`src/rtl/lsu_pkg.sv`:
```
// Shared constants for the load/store sequencer: FSM state codes, funct3 encodings
// and byte-enable width, plus the funct3 legality helper used at access start.
package lsu_pkg;

  localparam int BE_W = 4;

  typedef logic [2:0] lsu_state_t;
  localparam lsu_state_t ST_IDLE     = 3'd0;
  localparam lsu_state_t ST_REQ      = 3'd1;
  localparam lsu_state_t ST_WAIT_RSP = 3'd2;
  localparam lsu_state_t ST_DONE     = 3'd3;
  localparam lsu_state_t ST_ERR      = 3'd4;

  localparam logic [2:0] F3_B  = 3'b000;
  localparam logic [2:0] F3_H  = 3'b001;
  localparam logic [2:0] F3_W  = 3'b010;
  localparam logic [2:0] F3_BU = 3'b100;
  localparam logic [2:0] F3_HU = 3'b101;

  function automatic logic f3_legal(input logic is_store, input logic [2:0] f3);
    if (is_store) return (f3 == F3_B) || (f3 == F3_H) || (f3 == F3_W);
    return (f3 == F3_B) || (f3 == F3_H) || (f3 == F3_W) || (f3 == F3_BU) || (f3 == F3_HU);
  endfunction

endpackage

```
`src/rtl/lsu_align.sv`:
```
// Combinational lane logic: byte enables, store-data replication and load lane
// extraction with sign/zero extension, all driven from the latched access.
module lsu_align
  import lsu_pkg::*;
#(
  parameter int XLEN = 32
) (
  input  logic [2:0]      funct3,
  input  logic [1:0]      addr_lo,
  input  logic [XLEN-1:0] wdata,
  input  logic [XLEN-1:0] rsp_word,
  output logic [BE_W-1:0] be,
  output logic [XLEN-1:0] wdata_rep,
  output logic [XLEN-1:0] load_data
);

  logic [XLEN-1:0]   byte_shift;
  logic [XLEN-1:0]   half_shift;
  logic signed [7:0]  lane_b;
  logic signed [15:0] lane_h;

  always_comb begin
    byte_shift = rsp_word >> {addr_lo, 3'b000};
    half_shift = rsp_word >> {addr_lo[1], 4'b0000};
    lane_b     = byte_shift[7:0];
    lane_h     = half_shift[15:0];

    be        = 4'b1111;
    wdata_rep = wdata;
    case (funct3[1:0])
      2'b00: begin
        be        = 4'b0001 << addr_lo;
        wdata_rep = {4{wdata[7:0]}};
      end
      2'b01: begin
        be        = 4'b0011 << {addr_lo[1], 1'b0};
        wdata_rep = {2{wdata[15:0]}};
      end
      default: ;
    endcase

    load_data = rsp_word;
    case (funct3)
      F3_B:    load_data = {{(XLEN-8){lane_b[7]}}, lane_b};
      F3_H:    load_data = {{(XLEN-16){lane_h[15]}}, lane_h};
      F3_BU:   load_data = {{(XLEN-8){1'b0}}, lane_b};
      F3_HU:   load_data = {{(XLEN-16){1'b0}}, lane_h};
      default: ;
    endcase
  end

endmodule

```
`src/rtl/lsu_sequencer.sv`:
```
// RV32I load/store sequencer: one decoded access -> one valid/ready bus transaction.
// Define LSU_MISALIGN_TRAP_EN to trap misaligned halfword/word accesses to ERR.
module lsu_sequencer
  import lsu_pkg::*;
#(
  parameter int XLEN = 32
) (
  input  logic            clk,
  input  logic            rst_n,
  input  logic            mem_read,
  input  logic            mem_write,
  input  logic [2:0]      funct3,
  input  logic [XLEN-1:0] addr,
  input  logic [XLEN-1:0] wdata,
  output logic            stall,
  output logic            done,
  output logic [XLEN-1:0] rdata,
  output logic            err,
  output logic            dmem_req_valid,
  input  logic            dmem_req_ready,
  output logic            dmem_req_we,
  output logic [XLEN-1:0] dmem_req_addr,
  output logic [BE_W-1:0] dmem_req_be,
  output logic [XLEN-1:0] dmem_req_wdata,
  input  logic            dmem_rsp_valid,
  input  logic [XLEN-1:0] dmem_rsp_rdata
);

  lsu_state_t      state_q, state_d;
  logic [XLEN-1:0] addr_q, addr_d;
  logic [XLEN-1:0] wdata_q, wdata_d;
  logic [2:0]      f3_q, f3_d;
  logic            we_q, we_d;
  logic [XLEN-1:0] rdata_q, rdata_d;

  logic            start;
  logic            legal;
  logic            misalign;
  logic [BE_W-1:0] be_a;
  logic [XLEN-1:0] wdata_a;
  logic [XLEN-1:0] load_a;

`ifdef LSU_MISALIGN_TRAP_EN
  assign misalign = ((funct3[1:0] == 2'b01) && addr[0]) ||
                    ((funct3[1:0] == 2'b10) && (addr[1:0] != 2'b00));
`else
  assign misalign = 1'b0;
`endif

  assign start = (state_q == ST_IDLE) && (mem_read || mem_write);
  assign legal = !(mem_read && mem_write) && f3_legal(mem_write, funct3) && !misalign;

  lsu_align #(.XLEN(XLEN)) u_align (
    .funct3    (f3_q),
    .addr_lo   (addr_q[1:0]),
    .wdata     (wdata_q),
    .rsp_word  (dmem_rsp_rdata),
    .be        (be_a),
    .wdata_rep (wdata_a),
    .load_data (load_a)
  );

  always_comb begin
    state_d = state_q;
    addr_d  = addr_q;
    wdata_d = wdata_q;
    f3_d    = f3_q;
    we_d    = we_q;
    rdata_d = rdata_q;
    case (state_q)
      ST_IDLE: begin
        if (start) begin
          addr_d  = addr;
          wdata_d = wdata;
          f3_d    = funct3;
          we_d    = mem_write;
          state_d = legal ? ST_REQ : ST_ERR;
        end
      end
      ST_REQ: begin
        if (dmem_req_ready) state_d = we_q ? ST_DONE : ST_WAIT_RSP;
      end
      ST_WAIT_RSP: begin
        if (dmem_rsp_valid) begin
          rdata_d = load_a;
          state_d = ST_DONE;
        end
      end
      default: state_d = ST_IDLE;
    endcase
  end

  // Async reset also clears data so every output reads zero out of reset.
  always_ff @(posedge clk or negedge rst_n) begin
    if (!rst_n) begin
      state_q <= ST_IDLE;
      addr_q  <= '0;
      wdata_q <= '0;
      f3_q    <= '0;
      we_q    <= 1'b0;
      rdata_q <= '0;
    end else begin
      state_q <= state_d;
      addr_q  <= addr_d;
      wdata_q <= wdata_d;
      f3_q    <= f3_d;
      we_q    <= we_d;
      rdata_q <= rdata_d;
    end
  end

  assign stall          = start || (state_q == ST_REQ) || (state_q == ST_WAIT_RSP);
  assign done           = (state_q == ST_DONE);
  assign err            = (state_q == ST_ERR);
  assign rdata          = rdata_q;
  assign dmem_req_valid = (state_q == ST_REQ);
  assign dmem_req_we    = dmem_req_valid && we_q;
  assign dmem_req_addr  = dmem_req_valid ? {addr_q[XLEN-1:2], 2'b00} : '0;
  assign dmem_req_be    = dmem_req_valid ? be_a : '0;
  assign dmem_req_wdata = dmem_req_valid ? wdata_a : '0;

endmodule

```
`config.mk`:
```
export PLATFORM = sky130hd
export DESIGN_NAME = lsu_sequencer
export DESIGN_NICKNAME = d
export VERILOG_FILES = /design/src/rtl/lsu_pkg.sv /design/src/rtl/lsu_align.sv /design/src/rtl/lsu_sequencer.sv
export SDC_FILE = /design/constraint.sdc
export NUM_CORES = 1
export LEC_CHECK = 0
export ABC_AREA = 0
export ABC_CLOCK_PERIOD_IN_PS = 2100
export CELL_PAD_IN_SITES_DETAIL_PLACEMENT = 1
export CELL_PAD_IN_SITES_GLOBAL_PLACEMENT = 1
export CORE_MARGIN = 5
export CORE_UTILIZATION = 34
export DETAILED_ROUTE_END_ITERATION = 10
export HOLD_SLACK_MARGIN = 0.05
export PLACE_DENSITY_LB_ADDON = 0.1
export SETUP_SLACK_MARGIN = 0.05
export SLEW_MARGIN = 30
export SYNTH_ARGS = -nofsm -noshare
export SYNTH_HDL_FRONTEND = slang
export SYNTH_HIERARCHICAL = 1
export SYNTH_SLANG_ARGS = --single-unit
export TNS_END_PERCENT = 100
```
`constraint.sdc`:
```
create_clock -name clk -period 2.1 [get_ports clk]
set_input_delay 0.42 -clock clk [delete_from_list [all_inputs] [get_ports clk]]
set_output_delay 0.42 -clock clk [all_outputs]
set_load 0.005 [all_outputs]
```
# [Yosys cells after proc, flatten, opt, wreduce, memory -nomap -nowiden]
# Cells that the tools add are included.
[word_totals] inputBits=105 register_bits=103 out_inout_bits=105 latchBits=0 word_cells=59 mem_bits_ro=0 ram_bits=0 memories=0
[op_classes] shift=4 eq_ne=15 reduce_logical=19 n_lt_le_gt_ge=0 addsub=0 multipliers=0 bitwise_logic=0 n_mux=15 n_div=0
[ops] op="$pmux W32 S4" count=1
[ops] op="$mux W32" count=2
[ops] op="$pmux W32 S2" count=1
[ops] op="$shr A32 B5 Y16" count=1
[ops] op="$shr A32 B5 Y8" count=1
[ops] op="$eq A3 B3 Y1 const B" count=5
[ops] op="$mux W3" count=4
[ops] op="$eq A3 B1 Y1 const B" count=3
[ops] op="$eq A3 B2 Y1 const B" count=3
[ops] op="$logic_not A3 Y1" count=3
[ops] op="$pmux W3 S3" count=1
[ops] op="$pmux W4 S2" count=1
[ops] op="$logic_or A1 B1 Y1" count=7
[ops] op="$logic_and A1 B1 Y1" count=4
[ops] op="$mux W1" count=4
[ops] op="$mux W4" count=1
[ops] op="$ne A2 B2 Y1 const B" count=2
[ops] op="$reduce_and A2 Y1" count=2
[ops] op="$shl A1 B2 Y4 const A" count=1
[ops] op="$shl A2 B2 Y4 const A" count=1
[ops] op="$reduce_and A3 Y1" count=1
[ops] op="$eq A2 B1 Y1 const B" count=1
[ops] op="$logic_not A2 Y1" count=1
[ops] op="$ne A2 B1 Y1 const B" count=1
[ops] op="$logic_not A1 Y1" count=1

# [Depth between registers and ports, before layout]
[depth] ltp_word=10 mapped_depth=8 mapped_depth_nobuf=5

# [Modules after synthesis]
# The synthesis kept the hierarchy.
[modules_own_cells] mod="lsu_sequencer" cells_each=320 n_inst=1 seq_area_each_um2=2577.5 area_each_um2=4463.0
[modules_own_cells] mod="lsu_align" cells_each=174 n_inst=1 seq_area_each_um2=0.0 area_each_um2=1156.1

# [Worst setup path before layout]
# Ideal clock, no wire load.
[synth_timing] path_type="register to output" startpoint="register f3_q[0]" endpoint="output port dmem_req_be[2]" t_arrival_ns=1.380 path_slack_ns=0.300 required_ns=1.680 path_buffers=3 stages_incl_launch_ff=8 path_cell_list="dfrtp_1 buf_4 nor2b_1 buf_2 nor2b_1 buf_2 or2_2 and2_1"
[synth_via] elab_chain_cells=3 elab_cells_between_ends=4 cone_classes="eq/ne (1); mux (2); reduce/logical (1)"
[synth_lines] item="from (decl)" line="lsu_sequencer.sv:32" source="logic [2:0] f3_q, f3_d;"
[synth_lines] item="from (signal assigned)" line="lsu_sequencer.sv:99" source="f3_q <= '0;"
[synth_lines] item="from (signal assigned)" line="lsu_sequencer.sv:106" source="f3_q <= f3_d;"
[synth_lines] item="$eq A2 B1 Y1 or $logic_not A2 Y1 (tied branches)" line="lsu_align.sv:30" source="case (funct3[1:0])"
[synth_lines] item="$pmux W4 S2 *" line="lsu_align.sv:30"
[synth_lines] item="net be_a[2]" line="lsu_sequencer.sv:39" source="logic [BE_W-1:0] be_a;"
[synth_lines] item="$mux W4 *" line="lsu_sequencer.sv:119" source="assign dmem_req_be = dmem_req_valid ? be_a : '0;"
[synth_lines] item="to (decl)" line="lsu_sequencer.sv:23" source="output logic [BE_W-1:0] dmem_req_be,"
# The timed path passes the listed nets; every way through them passes the cells marked *.

# [Final worst setup path]
[layout_timing] startpoint="register state_q[2]" endpoint="output port dmem_req_wdata[9]"
[layout_via] elab_chain_cells=2
[layout_lines] item="from (decl)" line="lsu_sequencer.sv:29" source="lsu_state_t state_q, state_d;"
[layout_lines] item="from (signal assigned)" line="lsu_sequencer.sv:103" source="state_q <= state_d;"
[layout_lines] item="$eq A3 B1 Y1" line="lsu_sequencer.sv:116" source="assign dmem_req_valid = (state_q == ST_REQ);"
[layout_lines] item="$mux W32" line="lsu_sequencer.sv:120" source="assign dmem_req_wdata = dmem_req_valid ? wdata_a : '0;"
[layout_lines] item="to (decl)" line="lsu_sequencer.sv:24" source="output logic [XLEN-1:0] dmem_req_wdata,"
# Every way passes these cells.

==> metrics.md <==
| Metric | Value |
|---|---|
| Critical path launch point type | flop |
| Post-Syn Instances | 494 |
| Crit-path leading delay family | buffers and inverters |
| Unrepaired setup endpoints after global routing | yes |
| Hpwl dp | 13360 um |
| Final hold vios | 0 |
| Most common cell after layout, fill and taps aside | clkdlybuf4s50_1 |
| Worst slew pin tran | 553.4 ps |
| Clock Root Buffer | clkbuf_16 |
| Hold Crit Class | input port to asynchronous set/reset pin |
| Power density cells | 1541 nW/um^2 |
| Clock slew at reported path FFs | 70 ps |
| Failing checks | setup timing |
| Area of the die | 19200 sq um |
| Largest net degree at the start of global routing | 39 |
| Core Rows | 47 |
| Clock sinks | 103 |
| Clock buffer count from CTS | 9 |
| Ant diodes | 0 |
| Critical path cell sequence | or2_4, nor2_4, buf_6, buf_6, buf_6, clkbuf_16, and2_4, buf_6 |
| WP data arrival | 1850 ps |
| Syn Area/Cell | 11.37 sq um |
| Worst-Skew Late Latency | 350 ps |
| Via/cell ratio | 4.945 |
| CTS tree | yes |
| Commonest non-fill, non-tap cells in the layout | clkdlybuf4s50_1, mux2_2, dfrtp_1 |
| Final min period | 2267 ps |
| Syn. warnings | 6 |
| Critical Path Stages | 8 |
| Crit Path Category | flop to output pin |
| Final setup margin | -166.7 ps |
| Setup tns final | -6756 ps |
| CP required | 1680 ps |
| Top Ports | 210 |
| Endpoints failing setup | 68 |
| Synth async-reset ratio | 100.0% |
| H-tree levels | 3 |
| EDFF count, synth | 0 |
| Period utilization | 107.9% |
| Yosys cell types | 47 |
| Max Clock Freq | 0.4412 GHz |
| Most common flop cell mapped by yosys | dfrtp_1 |
| Yosys reg bits | 103 |
| CP max stage cell | dfrtp_1 |
| Register area share after synthesis | 45.87% |
| Die height | 138.6 um |
| Most frequent CP cell | buf_6 |
| Slew margin rel. | 63.10% |
| CP max stage delay | 400 ps |
| Vias in the first global route | 5395 |
| Via count | 4802 |
| Routed WL per cell | 21.32 um |
| Total Wirelength | 20700 um |
| Total of max-cap violations | 0 |
| Port bufs | 207 |
| Status | finished, violations left |
| Die Span X | 138.6 um |
| Layout cell share with drive strength beyond 1 | 49.40% |
| Final nets | 851 |
| Final Power | 0.01435 W |
| Gr usage total | 20.68% |
| Post-DP Area | 8033 sq um |
| CP Buf/Inv Count | 5 |
| Layout Skew | 6.046 ps |
| Routed Antenna Nets | 0 |
| Cts hold-fix bufs | 0 |
| Core ar. | 16410 sq um |
| Post-synthesis instance area | 5619 sq um |
| P&R area growth vs syn | 65.75% |
| Fin area | 9314 sq um |
| Final Max Slew Viols | 0 |
| Leak pwr | 4.081 nW |
| Drt first-iter violations | 189 |
| Starting density of the core | 34.25% |
| Peak supply drop | 675.9 uV |
| Crit end category | output pin |
| Initial antenna violation count | 0 |
| First-pass GRT wire length | 31710 um |
| Clock Tree Buf Depth | 2 |
| First-pass DRT Iterations | 4 |
| Hold WS | 45.90 ps |
| Global placement routability congestion | 0.7907 |
| Grt total ovfl | 0 |
| Crit-path max FO | 5 |
| Worst reg2reg path depth | 7 |
| DRC viols | 0 |
-- Yosys cell counts, drive strengths merged (2+ instances only) --
library cell | count | area [sq um]
mux2 | 131 | 1475
dfrtp | 103 | 2577
and2 | 66 | 412.9
o21ai | 36 | 183.9
buf | 35 | 234.0
nand2 | 26 | 100.1
nor2 | 18 | 72.57
mux2i | 11 | 110.1
clkbuf | 10 | 38.78
a22oi | 8 | 60.06
a21oi | 6 | 30.03
nand2b | 5 | 33.78
nor2b | 5 | 31.28
inv | 3 | 11.26
nand3 | 3 | 15.01
nand3b | 3 | 22.52
or2 | 3 | 18.78
clkinv | 2 | 7.510
nor3b | 2 | 26.28
or4b | 2 | 20.02
-- through the flow --
| step | util [%] | setup WS (ps) | std cells |
|---|---|---|---|
| 2_1_floorplan | - | 299.9 | 495 |
| 3_3_place_gp | 48.96 | -83.38 | 912 |
| 3_5_place_dp | 48.96 | -250.1 | 912 |
| 4_1_cts | 54.62 | -231.9 | 961 |
| 5_1_grt | 56.77 | -245.7 | 971 |
| 6_report | 56.77 | -166.7 | 971 |
-- metal layers --
layer	global-route usage (%)	wire [um]	vias up
met3	5.103	1106	21
met5	0	0	-
met1	24.78	8311	2445
li1	-	-	2203
met2	36.95	10950	133
met4	5.720	325	0
-- worst reg2reg max path: cells and delay by family, from the launching register on --
kind	cells	cell delay (ps)
AOI/OAI and AO/OA	2	380
DFF	1	400
and+or+nand+nor	1	570
buffers and inverters	4	520
-- power by group --
part           switching [W]  total, W  internal (W)  leakage [nW]
sequential          0.000706   0.00370       0.00300          1.22
clock               0.000782   0.00174      0.000957         0.138
combinational        0.00341   0.00891       0.00551          2.72
total                0.00489    0.0144       0.00946          4.08
-- logic make-up after synthesis --
logic type      Yosys count  share of synthesized area (%)
buf+inv                  50                          5.188
simple gates            137                          14.07
flops                   103                          45.87
xor+xnor                  1                         0.1559
mux                     142                          28.21
other cells               1                        0.06674
compound gates           60                          6.435
-- sequential cells by signal (all words and copies together) (netlist names) --
| signal | count |
|---|---|
| wdata_q | 32 |
| we_q | 1 |
| f3_q | 3 |
| addr_q | 32 |
| state_q | 3 |
| rdata | 32 |
-- timing repair --
action / in CTS / in global routing
gates resized for setup: 399 / 67
gates cloned: 8 / 6
endpoints found under the setup margin: 71 / 155
pin swaps: 29 / 21
endpoints found under the hold margin: 0 / 0
buffers inserted: 25 / 8
-- final timing paths --
| kind | from | end | slack [ps] |
|---|---|---|---|
| max | state_q[2] | dmem_req_wdata[9] | -170 |
| min | rst_n | we_q | 50 |
| max reg2reg | state_q[2] | state_q[0] | 130 |
| min reg2reg | rdata[30] | rdata[30] | 510 |
| max in group asynchronous | rst_n | rdata[16] | 1400 |
| min in group clk | rdata[30] | rdata[30] | 510 |
-- area by class of cell --
cell class / count / area [sq um]
fillers: 1653 / 7093
repair buffers: 285 / 3136
multi-input cells: 342 / 3000
flip-flops and latches: 103 / 2580
well taps: 220 / 275.3
clock buffers: 11 / 242.7
clock inverters: 5 / 57.56
inverters: 5 / 22.52
Power figures use the tool's default switching activity.
